[src/rtl/fft_frame_sequencer_if.sv]
// Core-side port bundle of the FFT frame sequencer: sample stream into the
// pipelined FFT core and the core's output-bin indication coming back.
interface fft_frame_sequencer_if #(
    parameter int unsigned WIDTH = 16,
    parameter int unsigned NALL  = 9
);
    logic             core_en;
    logic [WIDTH-1:0] core_din;
    logic [NALL-1:0]  core_cnt;
    logic             fft_en;
    logic [NALL-1:0]  fft_cnt;

    modport master (
        output core_en, core_din, core_cnt,
        input  fft_en, fft_cnt
    );

    modport slave (
        input  core_en, core_din, core_cnt,
        output fft_en, fft_cnt
    );
endinterface

[src/rtl/fft_frame_sequencer.sv]
// Sample-strobe divider, frame packer and in-flight tracker in front of the FFT core.
// Optional DRAIN watchdog is compiled in when FFT_SEQ_WDOG_EN is defined.
module fft_frame_sequencer #(
    parameter int unsigned WIDTH  = 16,
    parameter int unsigned NALL   = 9,
    parameter logic [23:0] FDIV   = 24'd400000,
    parameter int unsigned FCNT_W = 16
) (
    input  logic                     clk,
    input  logic                     areset,
    input  logic                     start,
    input  logic                     stop,
    input  logic                     cont,
    input  logic                     clr_err,
    input  logic signed [WIDTH-1:0]  adc_data,
    output logic                     samp_tick,
    fft_frame_sequencer_if.master    core,
    output logic                     busy,
    output logic                     frame_done,
    output logic [FCNT_W-1:0]        frames_out,
    output logic                     overrun,
    output logic                     timeout
);

    typedef enum logic [1:0] {
        IDLE    = 2'd0,
        CAPTURE = 2'd1,
        DRAIN   = 2'd2
    } state_t;

    state_t                    state, state_nxt;
    logic [23:0]               div_cnt;
    logic [NALL-1:0]           idx;
    logic                      cont_r;
    logic                      stop_pend;
    logic [1:0]                inflight;
    logic                      core_en_r;
    logic signed [WIDTH-1:0]   core_din_r;
    logic [NALL-1:0]           core_cnt_r;

    logic                      tick;
    logic                      start_acq;
    logic                      frame_end;
    logic                      fft_hit;
    logic                      ovr_set;
    logic                      wd_fire;

    assign tick      = (state == CAPTURE) && (div_cnt == FDIV - 24'd1);
    assign frame_end = core_en_r && (core_cnt_r == '1);
    assign fft_hit   = core.fft_en && (core.fft_cnt == '1);
    assign ovr_set   = frame_end && !fft_hit && (inflight >= 2'd2);

    assign samp_tick     = tick;
    assign busy          = (state != IDLE);
    assign core.core_en  = core_en_r;
    assign core.core_din = core_din_r;
    assign core.core_cnt = core_cnt_r;

    always_ff @(posedge clk or negedge areset) begin
        if (!areset) state <= IDLE;
        else         state <= state_nxt;
    end

    always_comb begin
        state_nxt = state;
        start_acq = 1'b0;
        case (state)
            IDLE: begin
                if (start) begin
                    state_nxt = CAPTURE;
                    start_acq = 1'b1;
                end
            end
            CAPTURE: begin
                // A stop arriving in the frame-end cycle itself still ends the run.
                if (frame_end && !(cont_r && !stop_pend && !stop))
                    state_nxt = DRAIN;
            end
            DRAIN: begin
                if (inflight == 2'd0 || wd_fire)
                    state_nxt = IDLE;
            end
            default: state_nxt = IDLE;
        endcase
    end

    always_ff @(posedge clk or negedge areset) begin
        if (!areset) begin
            div_cnt    <= '0;
            idx        <= '0;
            cont_r     <= 1'b0;
            stop_pend  <= 1'b0;
            core_en_r  <= 1'b0;
            core_din_r <= '0;
            core_cnt_r <= '0;
        end else begin
            if (start_acq) begin
                div_cnt   <= '0;
                idx       <= '0;
                cont_r    <= cont;
                stop_pend <= 1'b0;
            end else if (state == CAPTURE) begin
                if (state_nxt == DRAIN || tick) div_cnt <= '0;
                else                            div_cnt <= div_cnt + 24'd1;
                if (stop) stop_pend <= 1'b1;
            end

            core_en_r <= tick;
            if (tick) begin
                core_din_r <= adc_data;
                core_cnt_r <= idx;
                idx        <= idx + NALL'(1);
            end
        end
    end

    always_ff @(posedge clk or negedge areset) begin
        if (!areset) begin
            inflight   <= '0;
            overrun    <= 1'b0;
            frame_done <= 1'b0;
            frames_out <= '0;
        end else begin
            // Coincident frame entry and exit cancel; entry at 2 saturates.
            if (wd_fire)
                inflight <= '0;
            else if (frame_end && !fft_hit) begin
                if (inflight < 2'd2) inflight <= inflight + 2'd1;
            end else if (fft_hit && !frame_end && inflight != 2'd0)
                inflight <= inflight - 2'd1;

            if (ovr_set)      overrun <= 1'b1;
            else if (clr_err) overrun <= 1'b0;

            frame_done <= fft_hit;
            if (fft_hit) frames_out <= frames_out + FCNT_W'(1);
        end
    end

`ifdef FFT_SEQ_WDOG_EN
    logic [NALL+2:0] wd_cnt;
    logic            timeout_r;

    assign wd_fire = (state == DRAIN) && (inflight != 2'd0) && (wd_cnt == '1) && !core.fft_en;
    assign timeout = timeout_r;

    always_ff @(posedge clk or negedge areset) begin
        if (!areset) begin
            wd_cnt    <= '0;
            timeout_r <= 1'b0;
        end else begin
            if (state != DRAIN || core.fft_en) wd_cnt <= '0;
            else                               wd_cnt <= wd_cnt + (NALL+3)'(1);

            if (wd_fire)      timeout_r <= 1'b1;
            else if (clr_err) timeout_r <= 1'b0;
        end
    end
`else
    assign wd_fire = 1'b0;
    assign timeout = 1'b0;
`endif

endmodule

[src/flat_wrapper.sv]
// flat-port wrapper written by rule: the top's interface ports become plain ports
module fft_frame_sequencer_flat 
#(
    parameter int unsigned WIDTH  = 16,
    parameter int unsigned NALL   = 9,
    parameter logic [23:0] FDIV   = 24'd400000,
    parameter int unsigned FCNT_W = 16
)
  (clk, areset, start, stop, cont, clr_err, adc_data, samp_tick, busy, frame_done, frames_out, overrun, timeout, core_core_en, core_core_din, core_core_cnt, core_fft_en, core_fft_cnt);
  fft_frame_sequencer_if #(.WIDTH(WIDTH), .NALL(NALL)) core_i ();
  input  logic clk;
  input  logic areset;
  input  logic start;
  input  logic stop;
  input  logic cont;
  input  logic clr_err;
  input  logic signed [WIDTH-1:0] adc_data;
  output logic samp_tick;
  output logic busy;
  output logic frame_done;
  output logic [FCNT_W-1:0] frames_out;
  output logic overrun;
  output logic timeout;
  output wire logic [$bits(core_i.core_en)-1:0] core_core_en;
  output wire logic [$bits(core_i.core_din)-1:0] core_core_din;
  output wire logic [$bits(core_i.core_cnt)-1:0] core_core_cnt;
  input wire logic [$bits(core_i.fft_en)-1:0] core_fft_en;
  input wire logic [$bits(core_i.fft_cnt)-1:0] core_fft_cnt;
  assign core_core_en = core_i.core_en;
  assign core_core_din = core_i.core_din;
  assign core_core_cnt = core_i.core_cnt;
  assign core_i.fft_en = core_fft_en;
  assign core_i.fft_cnt = core_fft_cnt;
  fft_frame_sequencer #(.WIDTH(WIDTH), .NALL(NALL), .FDIV(FDIV), .FCNT_W(FCNT_W)) u_core (.clk(clk), .areset(areset), .start(start), .stop(stop), .cont(cont), .clr_err(clr_err), .adc_data(adc_data), .samp_tick(samp_tick), .core(core_i), .busy(busy), .frame_done(frame_done), .frames_out(frames_out), .overrun(overrun), .timeout(timeout));
endmodule
[config.mk]
export PLATFORM = sky130hd
export DESIGN_NAME = fft_frame_sequencer_flat
export DESIGN_NICKNAME = d
export VERILOG_FILES = /design/src/rtl/fft_frame_sequencer_if.sv /design/src/rtl/fft_frame_sequencer.sv /design/src/flat_wrapper.sv
export SDC_FILE = /design/constraint.sdc
export NUM_CORES = 1
export LEC_CHECK = 0
export ABC_AREA = 1
export BUFFER_PORTS_ARGS = -buffer_cell sky130_fd_sc_hd__buf_2
export CORE_MARGIN = 2
export CORE_UTILIZATION = 37
export DETAILED_ROUTE_END_ITERATION = 7
export GPL_ROUTABILITY_DRIVEN = 0
export PLACE_DENSITY = 0.59
export SETUP_SLACK_MARGIN = 0.15
export SYNTH_ARGS = -nofsm -noshare
export SYNTH_HDL_FRONTEND = slang
export SYNTH_SLANG_ARGS = --single-unit
export TNS_END_PERCENT = 10
[constraint.sdc]
create_clock -name clk -period 3.4 [get_ports clk]
set_clock_uncertainty 0.2 [all_clocks]
set_input_delay 0 -clock clk [delete_from_list [all_inputs] [get_ports clk]]
set_output_delay 0 -clock clk [all_outputs]
set_load 0.1 [all_outputs]
==> Yosys cells after proc, flatten, opt, wreduce, memory -nomap -nowiden <==
Cells that the tools add are included.
{ "totals": {"latch_bits": 0, "mem_bits_rw": 0, "mem_bits_ro": 0, "output_inout_bits": 47, "input_bits": 32, "reg_bits": 83, "memories": 0} }
{ "op_classes": {"magnitude_cmp": 2, "n_reduce_logical": 27, "mux": 19, "shifts": 0, "n_addsub": 5, "n_div": 0, "bitwise_logic": 0, "mul": 0, "n_eq_ne": 7} }
{ "ops": {"columns": ["operator", "n"], "rows": [
  ["2-to-1 mux 24 bit", 3],
  ["adder 24 x 1 -> 24 bit, second input constant", 1],
  ["== test 24 x 19 -> 1 bit, second input constant", 1],
  ["== test 9 bit, second input constant", 2],
  ["2-to-1 mux 9 bit", 2],
  ["adder 16 x 1 -> 16 bit, second input constant", 1],
  ["nonzero test 2 bit", 7],
  ["2-to-1 mux 2 bit", 6],
  ["logical AND 1 bit", 10],
  ["adder 9 x 1 -> 9 bit, second input constant", 1],
  ["2-to-1 mux 1 bit", 7],
  ["one-hot mux 2 bit (3 select lines)", 1],
  ["logical NOT 1 bit", 5],
  ["== test 2 bit, second input constant", 2],
  ["logical NOT 2 bit", 2],
  ["AND reduction 2 bit", 2],
  ["adder 2 x 1 -> 2 bit, second input constant", 1],
  ["== test 2 x 1 -> 1 bit, second input constant", 1],
  ["greater-or-equal comparator 2 bit, second input constant", 1],
  ["less-than comparator 2 bit, second input constant", 1],
  ["!= test 2 bit, second input constant", 1],
  ["subtractor 2 x 1 -> 2 bit, second input constant", 1],
  ["logical OR 1 bit", 1]
]} }

==> Depth between registers and ports, before layout <==
Gate-level depths: netlist (run 1).
{ "depth": {"word_depth": 12, "ltp_mapped": 11, "ltp_nobuf": 10} }

==> Worst setup path after synthesis (run 1) <==
No wires, ideal clock.
{ "synth_timing": {"path_type": "register to register", "startpoint": "register u_core.frames_out[5]", "endpoint": "register u_core.frames_out[10]", "path_slack_ps": 1226, "t_arrival_ps": 1815, "path_stages_with_launch": 7, "setup_ps": 159, "required_time_ps": 3041, "period_less_slack_ps": 2174, "cell_sequence": "dfrtp_1 -> inv_1 -> nor3_1 -> nand3_1 -> nor2_1 -> nand2_1 -> xnor2_1"} }
{ "synth_via": {"elab_chain_cells": 1} }
{ "synth_lines": {"columns": ["element", "line", "source"], "rows": [
  ["start: declaration", "fft_frame_sequencer.sv:20", "output logic [FCNT_W-1:0] frames_out,"],
  ["start signal: assignment", "fft_frame_sequencer.sv:136", "if (fft_hit) frames_out <= frames_out + FCNT_W'(1);"],
  ["adder 16 x 1 -> 16 bit", "fft_frame_sequencer.sv:136", null]
]} }
No other way between the ends.
A chain may end at the register's enable or synchronous reset.

==> Worst setup path after layout (run 1) <==
{ "layout_timing": {"startpoint": "register u_core.div_cnt[0]", "endpoint": "output port samp_tick"} }
{ "layout_via": {"elab_chain_cells": 2} }
{ "layout_lines": {"columns": ["element", "line", "source"], "rows": [
  ["start: declaration", "fft_frame_sequencer.sv:32", "logic [23:0] div_cnt;"],
  ["start signal: assignment", "fft_frame_sequencer.sv:104", "else div_cnt <= div_cnt + 24'd1;"],
  ["== test 24 x 19 -> 1 bit", "fft_frame_sequencer.sv:48", "assign tick = (state == CAPTURE) && (div_cnt == FDIV - 24'd1);"],
  ["logical AND 1 bit", "fft_frame_sequencer.sv:48", null],
  ["end: declaration", "flat_wrapper.sv:18", "output logic samp_tick;"]
]} }
No other way between the ends.

==> results.md, run 1 <==
- The total length of routed met3 wires is 579 um.
- The tool flagged a number of max-cap violations equal to 0.
- Setup repair after global routing left no endpoint under its margin.
- Cells fill a little under half of the core in the end.
- The number of nets in the synthesized netlist is 668.
- The effective utilization at floorplan is a little under two fifths.
- The clock root buffer is clkbuf_16.
- For this design, the sink count on the clock tree is between 80 and 90.
- The warning count from the yosys run is 0.
- The number of H-tree levels is 3.
- Clock-pin slew was measured on the worst setup and hold paths at 60 ps.
- The count of endpoints failing setup in the final report is 0.
- The sum of met2 wire segment lengths after detailed routing is 5236 um.
- The area taken by multi-input logic gates is between 2000 and 2500 um^2.
- After detailed routing, the wire length on met1 is 5487 um.
- The flow ran to the end, and the final reports show no timing, DRC or antenna violations.
- The highest net fanout along the worst path is 34.
- The average size of a mapped cell is about 7.2 um^2.
- The commonest non-fill, non-tap cell in the layout is nand2_1.
- After synthesis, flip-flops and latches occupy 45.58% of the total area.
- The number of global-route vias before repair came to 4169.
- The number of distinct library cells after synthesis is 34.
- The maximum clock insertion buffer count is 2.
- The floorplan die height is ~110 um.
- The final antenna-violating net count is 0.
- In the synthesized netlist the dominant register cell turns out to be dfrtp_1.
- After detailed routing, the average wire length per cell comes to ~13 um.
- The number of clock buffers added by TritonCTS is 9.
- The final net count is 774.
- In the routed layout, each cell is associated on average with a via count of between 4 and 5.
- STA classifies the critical path endpoint as an output pin.
- The clock network power share is between 30% and 40%.
- The count of flip-flops with a built-in enable after synthesis is 0.
- The count of TritonRoute iterations in the first routing pass is 4.
- The hold violation count in the final report is 0.
- Entering global routing, the biggest net connects 84 pins.
- The floorplan step defined a die boundary enclosing around 13000 um^2.
- Relative to the synthesized area, the layout overhead comes to 23.42%.
- The top routing layer in use is met4.
- The net load switching power is roughly 800 uW.
- The peak clock frequency supported by timing is a little under 0.4 GHz.
- The number of post-CTS setup repair buffers is 0.
- The cell area that synthesis handed to floorplanning was between 4000 and 5000 um^2.
- The share of the clock period used by the worst path after layout is between 70% and 80%.
- The number of input and output port buffers inserted is 77.
- The share of synthesized flip-flops with an asynchronous set or reset is 100.0%.
- The wire length of the first global-routing pass is ~19000 um.
- The clock period could shrink to 2590 ps.
- Of the total power, registers draw between 40% and 50%.
- The number of vias after detailed routing is approximately 4.3k.
- The synthesized design contains 83 register bits.
- In the final layout, the share of cells above drive strength 1 is between 10% and 20%.
- For this design the static power due to leakage is 0.002740 uW.
- The launching element type of the critical path is a register.
- After detailed routing, the total wire length is about 11000 um.
- STA puts the critical path data arrival time at around 2400 ps.
- The DRC violation total after the first TritonRoute iteration is between 150 and 200.
- Leaving out fill and tap cells, the most frequent cells in the layout are 243 x nand2_1, 83 x dfrtp_1, 76 x buf_2.
- 79 I/O pins were placed.
- The final count of pins violating max slew is 0.
- The highest ir drop seen on vdd is between 200 and 250 uV.
- After floorplanning, the core was divided into 40 placement rows.
- The half-perimeter wire length of the detailed placement result is 7896 um.
- Global routing used a little under a fifth of the available tracks across all layers.
- Adding up every negative setup slack in the final design gives 0 ps.
- The internal power of the cells totals 1787 uW.
- In this run the power density over the cells is approximately 460 nW/um^2.
- The number of antenna violations at the first check in global routing was 0.
- The region available for standard cell placement spans ~12000 um^2.
- STA puts the critical path data required time at roughly 3200 ps.
- The clock tree from TritonCTS is built.
- The source-to-sink clock delay at the later pin of the worst-skew pair is between 300 and 400 ps.
- The number of inserted filler cells in the final layout is roughly 1.2k.
- In this run switching power makes up a little under a third of total power.
- The number of antenna diodes in the final layout is 0.
- From left edge to right edge, the die measures approximately 110 um.
- The number of remaining DRC errors is 0.
- Measured against its own limit, the worst slew margin works out to between 20% and 30%.
- The total overflow left after global routing is 0.
- Per report_power, the combinational group accounts for 19.0% of the total.
- The category of the most critical setup path is reg -> out.
- After technology mapping, the gate count stands at roughly 630.
- The actual slew at the worst max-slew pin is roughly 1100 ps.
- The sequential cells in the finished layout cover a total of 2077 um^2.
- The min-delay analysis places its worst path in the category in -> reg.
worst max-delay path, cell delays in order, from the launching register on:
cell	delay (ps)
dfrtp_1	380
ha_1	180
nand2_1	130
inv_1	110
nand2_2	80
nor2_4	130
nand2_4	220
inv_4	320
buf_2	490
per-stage QoR:
step | power, uW | cells | instance area, um^2 | hold WS [ps] | worst slack (ps)
finish | 2582 | 891 | 5624 | 19.84 | 810.0
global route | 2714 | 891 | 5624 | 59.85 | 630.7
CTS | 2602 | 891 | 5624 | 24.90 | 779.8
detailed placement | 1587 | 847 | 5056 | -3.365 | 960.2
global placement | 1573 | 847 | 5056 | -6.510 | 1090
floorplan | 1444 | 633 | 4557 | -495.6 | 1226
per-layer routing:
layer	up-vias	global-route usage, %
li1	2195	-
met1	2008	25.37
met2	114	28.63
met3	13	3.954
met4	0	6.506
met5	-	0
cells in the mapped netlist (3+ instances only):
master / instances / share of area [%]
ha_1: 3 / 0.82
o21ai_0: 33 / 3.6
inv_1: 68 / 5.6
dfrtp_1: 83 / 46
nand4_1: 8 / 1.1
xor2_1: 9 / 1.7
nor2_4: 3 / 0.74
nor2_1: 60 / 4.9
nand3b_1: 4 / 0.66
o21ai_1: 7 / 0.77
o21bai_1: 8 / 1.3
nor3_1: 11 / 1.2
or2_2: 3 / 0.41
buf_2: 4 / 0.44
xnor2_1: 5 / 0.96
nand2_2: 4 / 0.55
nand3_1: 50 / 5.5
buf_6: 4 / 0.99
nor2_2: 3 / 0.41
nand2_1: 243 / 20
cell families (layout without fill, tap and decap cells):
| group | Yosys count | count (layout) | synth area share [%] |
|---|---|---|---|
| simple gates | 396 | 396 | 36.68 |
| buf+inv | 84 | 195 | 7.908 |
| flops | 83 | 83 | 45.58 |
| compound gates | 52 | 52 | 6.233 |
| xor+xnor | 14 | 14 | 2.691 |
| fa+ha+maj | 3 | 3 | 0.8238 |
| other cells | 1 | 1 | 0.08229 |
worst paths after layout:
path / start / end / slack (ps) / depth (start not counted)
setup / recovery: u_core.div_cnt[0] / samp_tick / 810 / 8
setup reg to reg: u_core.div_cnt[0] / u_core.div_cnt[9] / 980 / 8
hold reg to reg: u_core.core.core_din[15] / u_core.core.core_din[15] / 280 / 2
max in group asynchronous: areset / u_core.div_cnt[5] / 2100 / 2
hold / removal: core_fft_cnt[4] / u_core.frames_out[7] / 20 / 5
min in group asynchronous: areset / u_core.div_cnt[9] / 180 / 2
repair_timing:
action                                 in CTS  in global routing
resized for setup                           0                  0
endpoints found under the hold margin     108                  0
hold buffers                               28                  0
cell type report:
cell class	count	share of cell area, %
multi-input cells	466	37.69
clock buffers	12	4.205
repair buffers	107	12.15
flip-flops and latches	83	36.93
well taps	147	3.270
clock inverters	4	0.9121
inverters	72	4.850
flip-flops by register name, indices dropped and copies added (netlist names):
signal	flops
u_core.inflight	2
u_core.stop_pend	1
u_core.div_cnt	24
u_core.state	2
u_core.frame_done	1
u_core.core.core_din	16
u_core.core.core_cnt	9
u_core.cont_r	1
u_core.idx	9
u_core.frames_out	16
u_core.overrun	1
u_core.core.core_en	1
power by group through the flow:
stage	Combinational (uW)	Sequential [uW]	Clock [uW]
2_1_floorplan	304	1140	0
3_3_place_gp	438	1140	0
3_5_place_dp	448	1140	0
4_1_cts	491	1120	989
5_1_grt	550	1130	1030
6_report	490	1120	970
No activity file was read; power rests on OpenSTA's default activity.
==> run 2: changes to the inputs <==
PLACE_DENSITY = 0.61   (was 0.59)
clock period = 2.15 ns   (was 3.4 ns; I/O delays follow)
==> run 2 against run 1 <==
  * The run now ends with negative hold slack left
  * Via count grew 1.7%
  * Count of clock-buffer cells in the layout shrank 1
  * Power grew 56%
  * Die area is the same
  * First-iteration DRC count grew 36%
  * Setup slack lost 580 ps
  * Register-to-register slack lost 700 ps
==> results.md, run 2 (synthesis gave the netlist of run 1 again) <==
- The share of post-route cells with drive strength above 1 is 20.11% (was 14.78%).
- The checks that failed: negative hold slack.
- The worst setup path startpoint is u_core.div_cnt[10] (was u_core.div_cnt[0]).
- The hold violation count in the final report is 2 (was 0).
- The total leakage power is 0.002818 uW (was 0.002740 uW).
- The wire length of the first global-routing pass came to 19710 um (was 19240 um).
- The number of remaining DRC errors was 0 (unchanged).
- The terminus of the critical flop-to-flop path is u_core.core.core_cnt[0] (was u_core.div_cnt[9]).
- The number of rows created at floorplan came to 40 (unchanged).
- The source-to-sink clock delay at the later pin of the worst-skew pair was 340 ps (was 350 ps).
- Derived from the worst setup path, the maximum achievable clock frequency is 0.5217 GHz.
- The total core area is 12010 um^2 (unchanged).
- The number of vias per cell was 4.848 (was 4.860).
- The final antenna-violating net count is 0 (unchanged).
- The aggregate routed wire length was 11800 um (was 11480 um).
- The maximum number of pins on one net before global-route repair is 53 (was 84).
- The startpoint of the lowest-slack hold path is core_fft_cnt[3] (was core_fft_cnt[4]).
- The source of the worst register-to-register timing path is u_core.div_cnt[10] (was u_core.div_cnt[0]).
- The path type of the worst min-delay path is in -> reg (unchanged).
- The count of endpoints failing setup in the final report is 0 (unchanged).
- The maximum clock insertion buffer count is 2 (unchanged).
- The post-synthesis to final-layout area growth came to 27.92% (was 23.42%).
- The number of cells on the worst reg-to-reg path is 10 (was 8).
- Most frequent cells in the layout: 243 x nand2_1, 75 x buf_2, 66 x inv_1 (was 243 x nand2_1, 83 x dfrtp_1, 76 x buf_2).
- The diode insertion count for antenna repair is 0 (unchanged).
- The final net count is 791 (was 774).
- The endpoint kind of the worst setup timing path is an output pin (unchanged).
- The floorplan die height is 115.0 um (unchanged).
- The highest ir drop seen on vdd was 395.3 uV (was 218.0 uV).
- The effective utilization at floorplan was 37.94% (unchanged).
- The top-level port count is 79 (unchanged).
- The register with the most flip-flops is u_core.div_cnt (unchanged).
- The number of vias after detailed routing came to 4402 (was 4330).
- The count of TritonRoute iterations in the first routing pass is 5 (was 4).
- The number of CTS-inserted buffers is 9 (unchanged).
- The clock root buffer is clkbuf_16 (unchanged).
- The highest net fanout along the worst path was 12 (was 34).
- The worst path uses 89.16% of the clock period.
- The number of clock sinks seen by CTS is 83 (unchanged).
- The post-layout minimum cycle time is about 1900 ps.
- The data arrival time at the worst-slack endpoint is 1720 ps (was 2390 ps).
- The summed negative setup slack over all endpoints was 0 ps (unchanged).
- The clock tree from TritonCTS is built (unchanged).
- The wire length per cell is 13.00 um (was 12.88 um).
- The data required time of the critical path came to 1950 ps (was 3200 ps).
- The commonest non-fill, non-tap cell in the layout is nand2_1 (unchanged).
- The clock slew at the register clock pins of the worst setup and hold paths is 60 ps (about the same).
- The area enclosed by the die boundary is 13220 um^2 (unchanged).
- The flip-flop count of the largest register, all copies and words added is 24 (unchanged).
- The number of antenna violations at the first check in global routing is 0 (unchanged).
- The launching element type of the critical path is a register (unchanged).
- The total power density per cell area is 691.4 nW/um^2 (was 459.2 nW/um^2).
- The all-layer global routing usage is 18.56% (was 18.36%).
- RSZ-0062 raised after global routing: yes (was no).
- The max-capacitance violation count came to 0 (unchanged).
- The DRC violation total after the first TritonRoute iteration is 266 (was 195).
- Outcome: finished, violations left (was finished clean).
- The number of H-tree levels is 3 (unchanged).
- The overall die width is 115.0 um (unchanged).
- The category of the most critical setup path was reg -> out (unchanged).
- The half-perimeter wire length of the detailed placement result is 8232 um (was 7896 um).
- The flop-to-flop setup slack is 280 ps (was 980 ps).
- The final count of pins violating max slew is 0 (unchanged).
- The final-layout worst hold slack is -13.77 ps (was 19.84 ps).
- The worst setup path endpoint is samp_tick (unchanged).
- The total grt overflow is 0 (unchanged).
- The number of input and output port buffers inserted is 77 (unchanged).
- The number of global-route vias before repair is 4239 (was 4169).
run 2: changes by cell type in the layout (fill, tap and decap cells not counted), moves of 2 or more:
cell / before / now
dfrtp_1: 83 / 64
dfrtp_2: 0 / 19
buf_4: 3 / 19
buf_12: 0 / 3
clkbuf_1: 3 / 1
dlygate4sd3_1: 28 / 26
inv_1: 68 / 66
inv_2: 2 / 4
nor2_4: 3 / 5
run 2: worst min-delay path by stage:
stage | slack [ps] | depth (start not counted) | end
floorplan | -500 | 0 | u_core.cont_r
global placement | -230 | 1 | u_core.cont_r
detailed placement | -230 | 1 | u_core.cont_r
CTS | 10 | 5 | u_core.frames_out[7]
global route | 60 | 4 | u_core.inflight[1]
finish | -10 | 4 | u_core.inflight[1]
run 2: final cells by class:
| type | instances | area [um^2] |
|---|---|---|
| sequential | 83 | 2101 |
| timing repair buffer | 124 | 853.3 |
| inverter | 72 | 277.8 |
| fill | 1169 | 6182 |
| clock buffer | 11 | 242.7 |
| multi-input combinational | 466 | 2132 |
| tap | 147 | 183.9 |
| clock inverter | 5 | 38.79 |
run 2: stage by stage:
stage | utilization [%] | power [uW] | std cells | area (um^2) | worst slack [ps]
finish | 48.53 | 4031 | 908 | 5829 | 233.1
global route | 48.53 | 4237 | 908 | 5829 | 128.1
CTS | 48.29 | 4069 | 906 | 5801 | 192.3
detailed placement | 43.20 | 2535 | 858 | 5189 | 291.5
global placement | 43.20 | 2517 | 858 | 5189 | 311.3
floorplan | - | 2284 | 633 | 4579 | 115.2
run 2: layer usage:
metal | wire length, um | part of all wire, % | global-route usage, %
met1 | 5439 | 46 | 24.84
met2 | 5538 | 47 | 30.71
met3 | 596 | 5.0 | 2.847
met4 | 229 | 1.9 | 6.586
met5 | 0 | 0 | 0
run 2: where the power goes:
group / leakage [uW] / internal, uW / switching (uW) / total (uW)
Combinational: 0.00169 / 267 / 527 / 795
Clock: 0.000136 / 821 / 648 / 1470
Sequential: 0.000992 / 1670 / 95.1 / 1770
Total: 0.00282 / 2760 / 1270 / 4030
run 2: repair_timing:
action | in CTS | in global routing
pin swaps | 1 | 0
endpoints found under the setup margin | 1 | 29
gates resized for setup | 4 | 6
hold endpoints to repair | 107 | 0
buffers inserted | 5 | 2
hold buffers | 27 | 0
run 2: critical path: stages (launching register included):
cell and delay, ps:
dfrtp_1 420, inv_2 90, nand2_1 60, nor2_1 120, nand2_1 100, nor2_4 140, nand2_4 90, inv_8 60
buf_8 130, buf_12 180
